File: src/rtl/cpu_io_port.sv
// Peripheral endpoint: buffers CPU output words for the host, feeds host words to the CPU on request.
// Latency: in_req with data present -> in_vld next cycle; from empty, one edge after the host write lands.
// Backpressure: out_rdy/host_full report FIFO full; a push while full is dropped and latches ovf.

// Generic circular FIFO with first-word-fall-through head and drop reporting.
// Latency: a pushed word reaches rdata on the cycle after the pushing edge.
// Backpressure: full blocks pushes (reported on drop); pop on empty is ignored.
module io_fifo #(
  parameter int W     = 16,
  parameter int DEPTH = 4,
  parameter int CW    = $clog2(DEPTH) + 1
) (
  input  logic          clk,
  input  logic          rst_n,
  input  logic          push,
  input  logic [W-1:0]  wdata,
  input  logic          pop,
  output logic [W-1:0]  rdata,
  output logic [CW-1:0] count,
  output logic          full,
  output logic          empty,
  output logic          drop
);

  localparam int AW = $clog2(DEPTH);

  logic [W-1:0]  ram [DEPTH];
  logic [CW-1:0] wr_ptr;
  logic [CW-1:0] rd_ptr;
  logic          do_push;
  logic          do_pop;

  // Pointers carry one extra wrap bit, so their difference is the occupancy.
  assign count   = wr_ptr - rd_ptr;
  assign full    = (count == CW'(DEPTH));
  assign empty   = (count == '0);
  assign do_push = push && !full;
  assign do_pop  = pop && !empty;
  assign drop    = push && full;
  assign rdata   = ram[rd_ptr[AW-1:0]];

  // Storage is not reset; its content is only meaningful while non-empty.
  always_ff @(posedge clk) begin
    if (do_push) ram[wr_ptr[AW-1:0]] <= wdata;
  end

  // Advance pointers on accepted push/pop; they wrap modulo 2*DEPTH naturally.
  always_ff @(posedge clk or negedge rst_n) begin
    if (!rst_n) begin
      wr_ptr <= '0;
      rd_ptr <= '0;
    end else begin
      if (do_push) wr_ptr <= wr_ptr + 1'b1;
      if (do_pop)  rd_ptr <= rd_ptr + 1'b1;
    end
  end

endmodule

module cpu_io_port #(
  parameter int DATA_WIDTH = 16,
  parameter int DEPTH      = 4,
  parameter int CW         = $clog2(DEPTH) + 1
) (
  input  logic                  clk,
  input  logic                  rst_n,
  input  logic                  out_vld,
  input  logic [DATA_WIDTH-1:0] out_data,
  output logic                  out_rdy,
  input  logic                  in_req,
  output logic [DATA_WIDTH-1:0] in_data,
  output logic                  in_vld,
  input  logic                  host_wr,
  input  logic [DATA_WIDTH-1:0] host_wdata,
  output logic                  host_full,
  input  logic                  host_rd,
  output logic [DATA_WIDTH-1:0] host_rdata,
  output logic                  host_empty,
  output logic [CW-1:0]         in_count,
  output logic [CW-1:0]         out_count,
  output logic                  ovf
);

  typedef enum logic {IDLE = 1'b0, WAIT = 1'b1} state_t;

  state_t                state;
  state_t                state_nxt;
  logic                  in_pop;
  logic                  in_empty;
  logic [DATA_WIDTH-1:0] in_head;
  logic                  out_full;
  logic                  in_drop;
  logic                  out_drop;

  // CPU -> host: a same-cycle host pop does not free space for a push into a full FIFO.
  io_fifo #(.W(DATA_WIDTH), .DEPTH(DEPTH), .CW(CW)) u_out_fifo (
    .clk   (clk),
    .rst_n (rst_n),
    .push  (out_vld),
    .wdata (out_data),
    .pop   (host_rd),
    .rdata (host_rdata),
    .count (out_count),
    .full  (out_full),
    .empty (host_empty),
    .drop  (out_drop)
  );

  // Host -> CPU: drained only by the delivery state machine.
  io_fifo #(.W(DATA_WIDTH), .DEPTH(DEPTH), .CW(CW)) u_in_fifo (
    .clk   (clk),
    .rst_n (rst_n),
    .push  (host_wr),
    .wdata (host_wdata),
    .pop   (in_pop),
    .rdata (in_head),
    .count (in_count),
    .full  (host_full),
    .empty (in_empty),
    .drop  (in_drop)
  );

  assign out_rdy = !out_full;

  // Delivery FSM state register.
  always_ff @(posedge clk or negedge rst_n) begin
    if (!rst_n) state <= IDLE;
    else        state <= state_nxt;
  end

  // Decide whether to pop this cycle; empty comes from registered pointers, so there is no bypass.
  always_comb begin
    state_nxt = state;
    in_pop    = 1'b0;
    case (state)
      IDLE: begin
        if (in_req) begin
          if (!in_empty) in_pop    = 1'b1;
          else           state_nxt = WAIT;
        end
      end
      WAIT: begin
        if (!in_empty) begin
          in_pop    = 1'b1;
          state_nxt = IDLE;
        end
      end
      default: state_nxt = IDLE;
    endcase
  end

  // Register the delivered word and its one-cycle strobe; in_data holds between deliveries.
  always_ff @(posedge clk or negedge rst_n) begin
    if (!rst_n) begin
      in_data <= '0;
      in_vld  <= 1'b0;
    end else begin
      in_vld <= in_pop;
      if (in_pop) in_data <= in_head;
    end
  end

  // Sticky overflow flag; only reset clears it.
  always_ff @(posedge clk or negedge rst_n) begin
    if (!rst_n)                   ovf <= 1'b0;
    else if (in_drop || out_drop) ovf <= 1'b1;
  end

endmodule
File: config.mk
export PLATFORM = sky130hd
export DESIGN_NAME = cpu_io_port
export DESIGN_NICKNAME = d
export VERILOG_FILES = /design/src/rtl/cpu_io_port.sv
export SDC_FILE = /design/constraint.sdc
export NUM_CORES = 1
export LEC_CHECK = 0
export BUFFER_PORTS_ARGS = -buffer_cell sky130_fd_sc_hd__buf_2
export CORE_MARGIN = 2
export CORE_UTILIZATION = 30
export CTS_CLUSTER_SIZE = 10
export DETAILED_ROUTE_END_ITERATION = 8
export GPL_TIMING_DRIVEN = 1
export SYNTH_ARGS = -nofsm -noshare
export SYNTH_HDL_FRONTEND = slang
export SYNTH_SLANG_ARGS = --single-unit
File: constraint.sdc
create_clock -name clk -period 3.3 [get_ports clk]
set_input_delay 0.33 -clock clk [delete_from_list [all_inputs] [get_ports clk]]
set_output_delay 0.33 -clock clk [all_outputs]
set_load 0.01 [all_outputs]
==> flow_metrics.tcl, run 1 <==
set metrics [dict create \
    outcome "finished, final reports clean" \
    synth_area_per_cell_sq_um 21.5 \
    grt_pass1_vias 3200 \
    finalCritPeriodShare 0.810 \
    clk_pin_slew_worst_paths_ns 0.06 \
    hold_path_class "in -> async" \
    overflow 0 \
    dp_cells 643 \
    numCtsBuffers 17 \
    fin_area_sq_um 7600 \
    dpl.hpwl_mm 7.82 \
    synthCells 289 \
    viasPerCell 4.46 \
    port-buffer-count 80 \
    synth_area_leaders "edfxtp_1, dfrtp_1, mux4_2" \
    cpMaxStageDelayCell "and3_1" \
    drt_pre_antenna_iters 4 \
    synth_area_sq_um 6200 \
    p_int_mw 5.48 \
    cts_tree "built" \
    boundaryPins 81 \
    max_slew.worst_pin.slew_ns 0.809 \
    cts_root_buf "clkbuf_16" \
    min_period_ns 2.67 \
    grt_max_degree 32 \
    clock_latency_ns 0.42 \
    crit_arrival_ns 2.79 \
    crit_path_end_kind "flip-flop" \
    p_leak_nw 2.86 \
    synth.most_common_cell "edfxtp_1" \
    synthArstFlopShare 0.195 \
    crit_type "reg -> reg" \
    synth_fp_nets 341 \
    route.detailed.drc 0 \
    post_cts_resized 0 \
    critPathLaunchType "flip-flop" \
    grtUsageTotal 0.113 \
    final_util 0.376 \
    synthDistinctLibCells 32 \
    rsz0062_at_grt "no" \
    postCtsSetupBuffers 0 \
    area_growth_pct 22.5 \
    crit_required_ns 3.42 \
    hold_buffers 0 \
    synth-edff-count 128 \
    p_seq_frac 0.381 \
    synthDominantCellAreaShare 0.620 \
    layout.nets 444 \
    crit_start "u_in_fifo.wr_ptr[0]$_DFFE_PN0N_" \
    ys.flop_type "edfxtp_1" \
    clkPwrFrac 0.254 \
    maxSlewViolCount 0 \
    finalSetupTns_ns 0 \
    row_count 52 \
    layoutNonFillerInstCount 675 \
    dpl_cell_area_sq_um 6980 \
    place.gp.congestion 0.774 \
    drt_iter0_drc 136 \
    p_sw_mw 2.47 \
    yosys-top-cells-count "edfxtp_1, mux4_2, dfrtp_1, inv_1" \
    final_antenna_net_count 0 \
    cpPeakStageDelay_ns 0.44 \
    fp.dieW_microns 148 \
    r2r_start "u_in_fifo.wr_ptr[0]$_DFFE_PN0N_" \
    max_slew_margin 0.461 \
    post_drt_wl_per_cell_microns 17.4 \
    power_density_nw_per_um2 1050 \
    setup_violations 0 \
    hold_viol_final 0 \
    ir_drop_mv 0.480 \
    vias 3009 \
    crit_chain "inv_1 > ha_1 > fa_1 > xnor3_2 > nand2b_1 > and3_1 > buf_4" \
    swShare 0.311 \
    dieArea_sq_um 21800 \
    h-tree-depth 4 \
    wirelength_mm 11.8 \
    drive_gt1_frac 0.437 \
    core_area_sq_um 20200 \
    die_y_microns 148 \
    clock_skew_ns 0.00532 \
    synth_warnings 0 \
    yosys.area.top_type "edfxtp_1" \
    ys_ff_latch 159 \
    fillers 1845 \
    crit_fanout 9 \
    ys_seq_area_frac 0.745 \
    antenna_found_initial 1 \
    cts.sinks 159 \
    start_util 0.307 \
    p_comb_frac 0.365 \
    grt_pass1_wl_mm 18.3 \
    max_freq_mhz 374 \
    antennaDiodeCount 0 \
    max-cap-violations 0 \
    clockBufferDepth 2 \
]
-- final timing paths --
| kind | endpoint | slack (ns) | cells past startpoint |
|---|---|---|---|
| min in group clk | u_out_fifo.ram[0][2]$_DFFE_PP_ | 0.13 | 1 |
| max in group asynchronous | u_in_fifo.wr_ptr[0]$_DFFE_PN0N_ | 2.78 | 1 |
| worst min register to register | in_data[9]$_DFFE_PN0P_ | 0.51 | 1 |
| worst max register to register | u_in_fifo.ram[3][11]$_DFFE_PP_ | 0.63 | 7 |
| worst min-delay path | in_data[15]$_DFFE_PN0P_ | 0.004 | 1 |
| worst max-delay path | u_in_fifo.ram[3][11]$_DFFE_PP_ | 0.63 | 7 |
-- flip-flops by register name, summed over array words and instances (netlist names) --
signal	cells
u_out_fifo.wr_ptr	3
state	1
in_vld	1
u_in_fifo.wr_ptr	3
ovf	1
in_data	16
u_in_fifo.ram	64
u_out_fifo.rd_ptr	3
u_in_fifo.rd_ptr	3
u_out_fifo.ram	64
-- layout by cell type, fill, tap and decap left out, types with 4 or more instances in the layout --
cell type / instances
clkinv_2: 4
xnor2_1: 5
clkbuf_16: 17
ha_1: 12
edfxtp_1: 128
buf_2: 80
bufinv_16: 4
mux2_4: 8
buf_4: 13
mux4_2: 32
nand2_1: 4
inv_1: 13
mux2_2: 12
and3_1: 8
dfrtp_1: 31
-- metal layers --
layer | global-route usage | wire, microns
met1 | 0.138 | 4940
met4 | 0.0404 | 165
met2 | 0.184 | 5700
met5 | 0 | 11
met3 | 0.0435 | 931
-- stage by stage --
stage          power, mW  hold WS [ns]  worst slack (ns)
5_1_grt             8.45        0.0496             0.472
2_1_floorplan       5.04        0.0344             0.832
3_3_place_gp        5.99         0.456             0.664
3_5_place_dp        6.04         0.482             0.602
6_report            7.95       0.00411             0.627
4_1_cts             8.09        0.0303             0.582
-- cells by family (layout without fill, tap and decap cells) --
group / count (synthesis) / in the layout / share of synthesized area
flops: 159 / 159 / 0.745
buf+inv: 22 / 138 / 0.0167
fa+ha+maj: 14 / 14 / 0.0307
compound gates: 10 / 10 / 0.0129
mux: 52 / 52 / 0.157
xor+xnor: 10 / 10 / 0.0190
simple gates: 22 / 22 / 0.0188
-- critical path: cells and delay by family, from the launching register on --
family	cells	cell delay [ns]
simple gates	2	0.68
fa+ha+maj	2	0.62
flops	1	0.41
xor+xnor	1	0.30
buf+inv	2	0.36
-- final cells by class --
type                    count  area, sq um  share of cell area
repair buffers             93          498              0.0655
well taps                 270          338              0.0445
clock buffers              20          447              0.0588
clock inverters            12          168              0.0221
inverters                  13         48.8             0.00642
multi-input cells         108         1480               0.195
flip-flops and latches    159         4620               0.608
-- power by group through the flow --
stage / sequential (mW) / clock, mW / combinational [mW]
after floorplan: 3.07 / 0 / 1.96
after global placement: 3.05 / 0 / 2.94
after detailed placement: 3.07 / 0 / 2.97
after CTS: 3.04 / 2.07 / 2.98
after global routing: 3.09 / 2.15 / 3.20
final: 3.03 / 2.02 / 2.90
Note: power is estimated with default switching activity, not from simulation.
==> run 2, diff against run 1 <==
==> constraint.sdc (replaced) <==
create_clock -name clk -period 2.6 [get_ports clk]
set_input_delay 0.26 -clock clk [delete_from_list [all_inputs] [get_ports clk]]
set_output_delay 0.26 -clock clk [all_outputs]
set_load 0.01 [all_outputs]
==> flow_metrics.tcl, run 2 (synthesis results as in run 1) <==
set metrics [dict create \
    boundaryPins 81 \
    finalSetupTns_ns 0 \
    critPathLaunchType "flip-flop" \
    hold_path_class "in -> reg" \
    wirelength_mm 11.7 \
    crit_arrival_ns 2.18 \
    place.gp.congestion 0.758 \
    ir_drop_mv 0.721 \
    grt_max_degree 32 \
    grt_pass1_wl_mm 18.5 \
    cts_tree "built" \
    row_count 52 \
    crit_type "reg -> out" \
    h-tree-depth 4 \
    cts_root_buf "clkbuf_16" \
    clk_pin_slew_worst_paths_ns 0.07 \
    max_slew_margin 0.465 \
    viasPerCell 4.47 \
    clock_skew_ns 0.00996 \
    numCtsBuffers 17 \
    die_y_microns 148 \
    cts.sinks 159 \
    crit_path_end_kind "output port" \
    final_antenna_net_count 0 \
    clock_latency_ns 0.41 \
    rsz0062_at_grt "no" \
    met1_usage 0.148 \
    dpl.hpwl_mm 8.02 \
    max_freq_mhz 411 \
    port-buffer-count 80 \
    grt_pass1_vias 3264 \
    crit_required_ns 2.34 \
    finalCritPeriodShare 0.937 \
    clkPwrFrac 0.234 \
    fillers 1857 \
    swShare 0.327 \
    vias 3062 \
    outcome "finished, final reports clean" \
    layout.nets 452 \
    area_growth_pct 23.9 \
    fp.dieW_microns 148 \
    p_sw_mw 3.32 \
    place_ws_ns 0.128 \
    route.detailed.drc 0 \
    min_period_ns 2.44 \
    p_seq_frac 0.378 \
    layout_setup_ws_ns 0.164 \
    hold_viol_final 0 \
    use_met2 0.185 \
    clockBufferDepth 2 \
    final_cell_mix "edfxtp_1, buf_2, mux4_2" \
    p_leak_nw 2.90 \
    dieArea_sq_um 21800 \
    crit_fanout 6 \
    grt_use_met3 0.0370 \
    grt-busiest-layer "met2" \
    antenna_found_initial 1 \
    p_comb_frac 0.388 \
    overflow 0 \
    drt_pre_antenna_iters 4 \
    power_density_nw_per_um2 1320 \
    max-cap-violations 0 \
    grtUsageTotal 0.114 \
    max_slew.worst_pin.slew_ns 0.802 \
    final_common_cell "edfxtp_1" \
    core_area_sq_um 20200 \
    start_util 0.307 \
    setup_violations 0 \
    drt_iter0_drc 159 \
    p_int_mw 6.84 \
    maxSlewViolCount 0 \
    post_drt_wl_per_cell_microns 17.1 \
    timing.hold.ws_ns 0.0560 \
    drive_gt1_frac 0.458 \
]
[run 2: cell count changes in the layout (fill, tap and decap cells not counted), moves of 2 or more]
cell,delta
inv_6,+6
buf_12,+4
clkinv_2,-4
buf_4,+3
bufinv_16,-3
inv_8,+3
diode_2,+2
[run 2: critical path, cell delays in order, from the launching register on]
cell	delay, ns
dfrtp_1	0.34
inv_1	0.08
ha_1	0.20
fa_1	0.41
xnor3_2	0.27
nand2b_2	0.25
inv_1	0.09
buf_2	0.13
[run 2: final cells by class]
type                    instances  area (sq um)  area share
clock inverters                14           144      0.0187
well taps                     270           338      0.0440
clock buffers                  18           429      0.0558
diodes                          2          5.00    0.000651
multi-input cells             108          1490       0.194
repair buffers                101           611      0.0795
flip-flops and latches        159          4620       0.601
inverters                      13          48.8     0.00635
[run 2: path summary, 6_finish.rpt]
path,depth (start not counted),endpoint,slack (ns),start
setup / recovery,7,host_full,0.16,u_in_fifo.wr_ptr[0]$_DFFE_PN0N_
hold / removal,1,u_out_fifo.ram[1][2]$_DFFE_PP_,0.06,out_data[2]
setup reg to reg,8,in_data[7]$_DFFE_PN0P_,0.24,u_in_fifo.wr_ptr[0]$_DFFE_PN0N_
hold reg to reg,2,ovf$_DFFE_PN0P_,0.50,ovf$_DFFE_PN0P_
max in group asynchronous,2,state$_DFF_PN0_,1.62,rst_n
min in group asynchronous,2,in_data[8]$_DFFE_PN0P_,0.46,rst_n
[run 2: power groups by stage]
stage | Combinational (mW) | Sequential, mW | Clock (mW)
finish | 3.94 | 3.84 | 2.38
global route | 4.30 | 3.91 | 2.55
detailed placement | 3.93 | 3.90 | 0
CTS | 3.97 | 3.85 | 2.44
global placement | 3.86 | 3.87 | 0
floorplan | 2.49 | 3.90 | 0
[run 2: through the flow]
| step | std cells | utilization | power, mW | cell area [sq um] |
|---|---|---|---|---|
| finish | 685 | 0.380 | 10.2 | 7680 |
| global route | 683 | 0.380 | 10.8 | 7680 |
| CTS | 682 | 0.379 | 10.3 | 7660 |
| detailed placement | 648 | 0.349 | 7.83 | 7070 |
| global placement | 648 | 0.349 | 7.73 | 7070 |
| floorplan | 289 | - | 6.39 | 6200 |
[run 2: per-layer routing]
layer | vias up | part of all wire
met5 | - | 0
met3 | 11 | 0.069
li1 | 1377 | -
met1 | 1577 | 0.43
met4 | 0 | 0.0079
met2 | 97 | 0.49
[run 2: what timing repair did]
| item | CTS | global route |
|---|---|---|
| gates resized for setup | 1 | 3 |
| setup endpoints to repair | 1 | 2 |
| hold endpoints to repair | 31 | 0 |
| gates cloned | 0 | 0 |
| setup buffers | 1 | 1 |
| hold buffers | 1 | 0 |
